File: src/rtl/dff_write_arbiter.sv
// Round-robin write arbiter: NREQ producers share one WIDTH-bit register.
// One winner per cycle is loaded on the next edge and receives a one-cycle grant.
module dff_write_arbiter #(
  parameter int NREQ  = 4,
  parameter int WIDTH = 8,
  localparam int PW   = (NREQ > 1) ? $clog2(NREQ) : 1
) (
  input  logic                  clk,
  input  logic                  rst,
  input  logic [NREQ-1:0]       req,
  input  logic [NREQ*WIDTH-1:0] wdata,
  output logic [NREQ-1:0]       gnt,
  output logic [WIDTH-1:0]      q,
  output logic                  q_valid,
  output logic [PW-1:0]         owner
);

  logic [NREQ-1:0]  gnt_r;
  logic [WIDTH-1:0] q_r;
  logic             q_valid_r;
  logic [PW-1:0]    owner_r;
  logic [PW-1:0]    ptr_r;

  logic [NREQ-1:0]  elig_s;
  logic             found_s;
  logic [PW-1:0]    win_s;
  logic [PW-1:0]    ptr_nxt_s;
  logic [NREQ-1:0]  gnt_nxt_s;
  logic [WIDTH-1:0] data_nxt_s;

  // A client granted this cycle is masked so a held req cannot double-write.
  assign elig_s = req & ~gnt_r;

  // Circular priority search starting at ptr_r, wrapping without exceeding NREQ-1.
  always_comb begin
    int idx;
    found_s = 1'b0;
    win_s   = '0;
    for (int k = 0; k < NREQ; k++) begin
      idx = int'(ptr_r) + k;
      if (idx >= NREQ) begin
        idx = idx - NREQ;
      end else begin
        idx = idx;
      end
      if (!found_s && elig_s[PW'(idx)]) begin
        found_s = 1'b1;
        win_s   = PW'(idx);
      end else begin
        found_s = found_s;
      end
    end
  end

  // Decode the winner into grant vector, selected data lane and next pointer.
  always_comb begin
    gnt_nxt_s  = '0;
    data_nxt_s = '0;
    for (int i = 0; i < NREQ; i++) begin
      // Only the winning lane is selected, so X on other lanes never reaches q.
      if (found_s && (win_s == PW'(i))) begin
        gnt_nxt_s[i] = 1'b1;
        data_nxt_s   = wdata[i*WIDTH +: WIDTH];
      end else begin
        gnt_nxt_s[i] = 1'b0;
      end
    end
    if (win_s == PW'(NREQ - 1)) begin
      ptr_nxt_s = '0;
    end else begin
      ptr_nxt_s = win_s + PW'(1);
    end
  end

  // State registers: reset, load on a winner, otherwise hold and drop grant.
  always_ff @(posedge clk) begin
    if (rst) begin
      gnt_r     <= '0;
      q_r       <= '0;
      q_valid_r <= 1'b0;
      owner_r   <= '0;
      ptr_r     <= '0;
    end else if (found_s) begin
      gnt_r     <= gnt_nxt_s;
      q_r       <= data_nxt_s;
      q_valid_r <= 1'b1;
      owner_r   <= win_s;
      ptr_r     <= ptr_nxt_s;
    end else begin
      gnt_r     <= '0;
    end
  end

  assign gnt     = gnt_r;
  assign q       = q_r;
  assign q_valid = q_valid_r;
  assign owner   = owner_r;

endmodule

File: config.mk
export PLATFORM = sky130hd
export DESIGN_NAME = dff_write_arbiter
export DESIGN_NICKNAME = d
export VERILOG_FILES = /design/src/rtl/dff_write_arbiter.sv
export SDC_FILE = /design/constraint.sdc
export NUM_CORES = 1
export LEC_CHECK = 0
export BUFFER_PORTS_ARGS = -buffer_cell sky130_fd_sc_hd__buf_2
export CORE_ASPECT_RATIO = 0.75
export CORE_UTILIZATION = 30
export DETAILED_ROUTE_END_ITERATION = 8
export PLACE_DENSITY = 0.66
export REMOVE_ABC_BUFFERS = 1
export SLEW_MARGIN = 20
export SYNTH_ARGS = -nofsm -noshare
export SYNTH_HDL_FRONTEND = slang
export SYNTH_SLANG_ARGS = --single-unit
File: constraint.sdc
create_clock -name clk -period 2.7 [get_ports clk]
set_clock_uncertainty 0.1 [all_clocks]
set_input_delay 0.405 -clock clk [delete_from_list [all_inputs] [get_ports clk]]
set_output_delay 0.405 -clock clk [all_outputs]
set_load 0.01 [all_outputs]
## Word level (Yosys, flattened, before mapping)

Cells that the tools add are included.
W data, S select, Z words.

| operators by class | value |
|---|---|
| reduce and logical (&&, ||, !) cells | 12 |
| mux-type cells | 33 |
| equality and inequality tests | 3 |
| bitwise logic cells | 3 |
| add/subtract/negate cells | 8 |
| $lt $le $gt $ge | 8 |

Operators with widths:

| kind | count |
|---|---|
| $mux W8 | 4 |
| $mux W2 | 9 |
| $lt A2 B4 Y1 const B | 4 |
| $mux W1 | 16 |
| $ge A3 B3 Y1 const B | 3 |
| $bmux W1 S2 | 4 |
| $sub A2 B1 Y2 const B | 4 |
| $logic_and A1 B1 Y1 | 7 |
| $add A2 B2 Y3 const B | 2 |
| $and A4 B4 Y4 | 1 |
| $eq A2 B2 Y1 const B | 2 |
| $not A4 Y4 | 1 |
| $add A2 B1 Y3 const B | 1 |
| $ge A2 B3 Y1 const B | 1 |
| $logic_not A1 Y1 | 3 |
| $add A2 B1 Y2 const B | 1 |
| $eq A2 B1 Y1 const B | 1 |
| $logic_not A2 Y1 | 1 |
| $reduce_or A2 Y1 | 1 |
| $not A1 Y1 | 1 |

| storage, ports and cells | value |
|---|---|
| output and inout bits | 15 |
| register bits after elaboration | 17 |

## Logic depth before layout (Yosys ltp)

| depth | value |
|---|---|
| depth after elaboration | 21 |
| depth in mapped cells | 11 |

## Least setup slack after synthesis

Ideal clock, no wire load.

| timing path | value |
|---|---|
| path type | input port to flip-flop |
| start | in req[3] |
| end | reg q_r[6] (netlist: q[6]) |
| stages | 10 |
| path buffers | 1 |
| setup slack | 0.382 ns |
| required time | 2.526 ns |
| arrival | 2.144 ns |
| cells stage by stage | nor2b_4 o221a_2 o22ai_1 inv_1 ha_1 buf_4 nand3b_1 a221oi_1 a211oi_1 nor3_2 |

| on the way | value |
|---|---|
| cells in the longest elaborated chain, start to end | 20 |
| elaborated cells on any way between the ends | 39 |

Ends and longest elaborated chain:

| item | RTL line | text |
|---|---|---|
| start, declared | 10 | `input logic [NREQ-1:0] req,` |
| $and A4 B4 Y4 (*) | 32 | `assign elig_s = req & ~gnt_r;` |
| $bmux W1 S2 | 46 | `if (!found_s && elig_s[PW'(idx)]) begin` |
| $mux W1 (implied by the code) (2 in a row) | 46 |  |
| $mux W1 | 46 |  |
| $logic_not A1 Y1 | 46 |  |
| $logic_and A1 B1 Y1 | 46 |  |
| $mux W1 | 46 |  |
| $logic_not A1 Y1 | 46 |  |
| (+2 left out) | n/a |  |
| $logic_not A1 Y1 | 46 |  |
| $logic_and A1 B1 Y1 | 46 |  |
| $mux W2 (*) | 46 |  |
| named net win_s[0] | 26 | `logic [PW-1:0] win_s;` |
| $logic_not A2 Y1 | 61 | `if (found_s && (win_s == PW'(i))) begin` |
| $logic_and A1 B1 Y1 | 61 |  |
| $mux W8 (3 in a row) | 61 |  |
| $mux W8 (*) | 61 |  |
| end signal, assigned | 85 | `q_r <= data_nxt_s;` |
| end, declared | 19 | `logic [WIDTH-1:0] q_r;` |

The timed path passes the listed nets; every way through them passes the cells marked *. The select of a mux whose other input is x is not followed.
A chain may end at the register's enable or synchronous reset.

## Final worst setup path

| timing path | value |
|---|---|
| start | reg gnt_r[0] (netlist: gnt[0]) |
| end | reg q_r[7] (netlist: q[7]) |

| on the way | value |
|---|---|
| cells in the longest elaborated chain, start to end | 21 |
| elaborated cells on any way between the ends | 40 |

Ends and longest elaborated chain:

| item | RTL line | text |
|---|---|---|
| start, declared | 18 | `logic [NREQ-1:0] gnt_r;` |
| start signal, assigned | 84 | `gnt_r <= gnt_nxt_s;` |
| $not A4 Y4 (*) | 32 |  |
| $and A4 B4 Y4 (*) | 32 |  |
| $bmux W1 S2 | 46 |  |
| $mux W1 (implied by the code) (2 in a row) | 46 |  |
| $mux W1 | 46 |  |
| $logic_not A1 Y1 | 46 |  |
| $logic_and A1 B1 Y1 | 46 |  |
| $mux W1 | 46 |  |
| (+3 left out) | n/a |  |
| $logic_not A1 Y1 | 46 |  |
| $logic_and A1 B1 Y1 | 46 |  |
| $mux W2 (*) | 46 |  |
| named net win_s[0] | 26 |  |
| $logic_not A2 Y1 | 61 |  |
| $logic_and A1 B1 Y1 | 61 |  |
| $mux W8 (3 in a row) | 61 |  |
| $mux W8 (*) | 61 |  |

Marks and branches as above.

==> implementation parameters <==
Parameter                              Value

Run status
  Outcome    finished clean

Logic synthesis
  Count of unique library cells instantiated by Yosys    30
  Cell type contributing the most total cell area after synthesis    sky130_fd_sc_hd__dfxtp_1
  Synth warnings    0
  Top cell types by occurrence after synthesis    sky130_fd_sc_hd__dfxtp_1, sky130_fd_sc_hd__nor2_1, sky130_fd_sc_hd__a21oi_1, sky130_fd_sc_hd__a211oi_1, sky130_fd_sc_hd__inv_1
  Most frequent cell after synthesis    sky130_fd_sc_hd__dfxtp_1
  Instance count of the mapped netlist    122
  Sequential fraction of the synthesis area    32.9%
  Portion of synthesized cell area occupied by the leading cell type    32.9%
  Dominant cells by area after synthesis    sky130_fd_sc_hd__dfxtp_1, sky130_fd_sc_hd__a211oi_1, sky130_fd_sc_hd__a221oi_1
  Number of enable-type register cells in the synthesized netlist    0
  Area of the mapped netlist    1040 sq um
  Most instantiated flip-flop cell in the synthesis netlist    sky130_fd_sc_hd__dfxtp_1
  Mean area per synthesized cell    8.49 sq um
  Number of synthesized register bits    17
  Async set-reset flop share out of synthesis    0%

Min path
  Type of the worst min-delay path    flop to flop

Timing
  Unrepaired setup endpoints after global routing    no
  Final Hold Viols    0
  Worst slew pin tran    0.709 ns
  Setup TNS Final    0 ns
  Period minus WS final    2.47 ns
  Setup violation total in the final timing report    0
  Slew Limit Headroom    52.4%
  Fraction of the cycle the final worst path needs    91.6%
  Number of max-slew violations in the final report    0
  Worst hold slack    0.363 ns
  Achievable Freq    404 MHz

Clock network
  Level count of the clock H-tree    1
  Number of buffers between clock root and the deepest sink    2
  Worst-path clk slew    0.07 ns
  Clock root buffer    sky130_fd_sc_hd__clkbuf_8
  Hold_buf cts    0
  CTS Sinks    17
  Inserted Clock Buffers    3
  Worst-Skew Late Latency    0.25 ns
  CTS tree    yes

Layout
  Footprint of the multi-input gates    618 sq um
  Proportion of layout cells with a drive suffix above 1    41.6%
  Area added between synthesis and finish    33.0%
  Number of filler cells placed in the layout    346
  Area taken by flip-flops and latches    340 sq um
  Total inserted antenna cells    0
  Final-stage net count    216

Detailed routing
  WL per Instance    13.1 um
  Number of antenna-violating nets in the routed design    0
  DR DRC count    0
  Vias post-DR    1054
  Aggregate routed wire length    2800 um
  Drt initial violations    51
  Drt first pass iters    4
  Via/cell ratio    4.95

Floorplanning
  Die span in y    52.9 um
  Area of the core    3290 sq um
  I/O Pins    53
  Overall die area    3690 sq um
  Die boundary width    69.9 um
  Rows    18
  Effective utilization at floorplan    31.5%

Place
  Half-perimeter wire length after detailed placement    2120 um
  Port buffer count    52
  Routability-driven placement congestion ratio    0.800

Pwr
  Proportion of power drawn by the clock network    14.4%
  Total leakage power    0.648 nW
  Sequential fraction of design power    30.1%
  Cell internal power dissipation    0.793 mW
  Max VDD drop    0.302 mV
  Psw    0.568 mW
  Combinational Power Share    55.5%
  Pwr Density    988 nW/um^2
  Switching share of power    41.7%

Global routing
  Routing usage on met2    21.2%
  Most crowded layer after global routing    met1
  Global Route met1 Usage    24.6%
  Total routing usage reported by global routing    16.1%
  Initial antenna violation count    0
  Met3 Use GR    4.19%
  Largest net degree at the start of global routing    18
  Via count of the first global-routing pass    925
  Total overflow reported by the global router    0
  Global-route wire length before repair    4570 um

Setup path
  Slowest cell on the critical path    sky130_fd_sc_hd__dfxtp_1
  Kind of end point of the critical path    flop
  Crit Path Category    flop to flop
  Arrival @ worst endpoint    2.56 ns
  Top Family by Delay on Critical Path    compound AO/OA/AOI/OAI gates
  Critical Path Max Stage Delay    0.36 ns
  CP Launch Type    flop
  Maximum fanout count along the critical path    17
  Crit path cell chain    nand2b_1, o221a_2, o22ai_1, inv_1, ha_2, nand3b_1, a221oi_1, a211oi_1, nor3_1
  Data required, critical path    2.79 ns
  Critical path buffers and inverters    1

Job
  Reported max-cap violation count    0
[tightest hold or removal path: stages, from the launching register on]
cell                      delay (ns)
sky130_fd_sc_hd__dfxtp_1        0.31
sky130_fd_sc_hd__nand2_1        0.05
sky130_fd_sc_hd__a21oi_1        0.06
[kinds of logic after synthesis]
logic type / Yosys count / synth area share, %
AND/OR/NAND/NOR: 48 / 30.7
adder cells (fa/ha/maj): 4 / 4.83
AO/OA/AOI/OAI: 35 / 23.4
flip-flops: 17 / 32.9
buffers and inverters: 18 / 8.21
[final cells by class]
cell class / instances / area share, %
clock buffers: 3 / 3.00
clock inverters: 1 / 0.545
inverters: 10 / 2.72
multi-input cells: 87 / 44.9
flip-flops and latches: 17 / 24.7
well taps: 40 / 3.63
repair buffers: 55 / 20.5
[path summary, 6_finish.rpt]
kind         cells after the start      from  endpoint  slack, ns
max reg2reg                      9    gnt[0]      q[7]       0.23
min                              2  owner[1]  owner[1]       0.36
min reg2reg                      2  owner[1]  owner[1]       0.36
max                              9    gnt[0]      q[7]       0.23
[timing repair]
action | CTS | global route
setup endpoints to repair | 0 | 8
setup buffers | 0 | 0
resized for setup | 0 | 4
[per-stage QoR]
stage / setup WS (ns) / util, % / power [mW] / area [sq um] / std cells
after global placement: 0.0344 / 40.2 / 1.14 / 1320 / 209
final: 0.226 / 41.9 / 1.36 / 1380 / 213
after CTS: 0.119 / 41.7 / 1.35 / 1370 / 213
after detailed placement: 0.00895 / 40.2 / 1.15 / 1320 / 209
after floorplan: 0.404 / - / 0.907 / 988 / 114
after global routing: 0.00160 / 41.9 / 1.48 / 1380 / 213
[power groups by stage]
stage          registers, mW  logic, mW  clock network, mW
2_1_floorplan          0.449      0.458                  0
3_3_place_gp           0.414      0.724                  0
3_5_place_dp           0.416      0.731                  0
4_1_cts                0.411      0.742              0.202
5_1_grt                0.422      0.841              0.217
6_report               0.409      0.755              0.196
[metal layers]
layer	vias to the layer above	routed length, um
li1	541	-
met1	463	1510
met2	48	1060
met3	2	208
met4	0	27
met5	-	0
[flip-flops by register name, indices dropped and copies added, names as in the netlist]
signal,count
gnt,4
owner,2
ptr_r,2
q,8
q_valid,1
[placed cells by master, fill, tap and decap left out, types with 4 or more instances in the layout]
cell / n
sky130_fd_sc_hd__a21oi_1: 11
sky130_fd_sc_hd__a211oi_1: 10
sky130_fd_sc_hd__nor2_1: 12
sky130_fd_sc_hd__nor3_2: 5
sky130_fd_sc_hd__nand2_1: 4
sky130_fd_sc_hd__and2_1: 4
sky130_fd_sc_hd__dfxtp_1: 17
sky130_fd_sc_hd__nand2b_1: 4
sky130_fd_sc_hd__a221oi_1: 8
sky130_fd_sc_hd__inv_1: 10
sky130_fd_sc_hd__nand3b_1: 8
sky130_fd_sc_hd__buf_2: 52
Note: power is estimated with default switching activity, not from simulation.
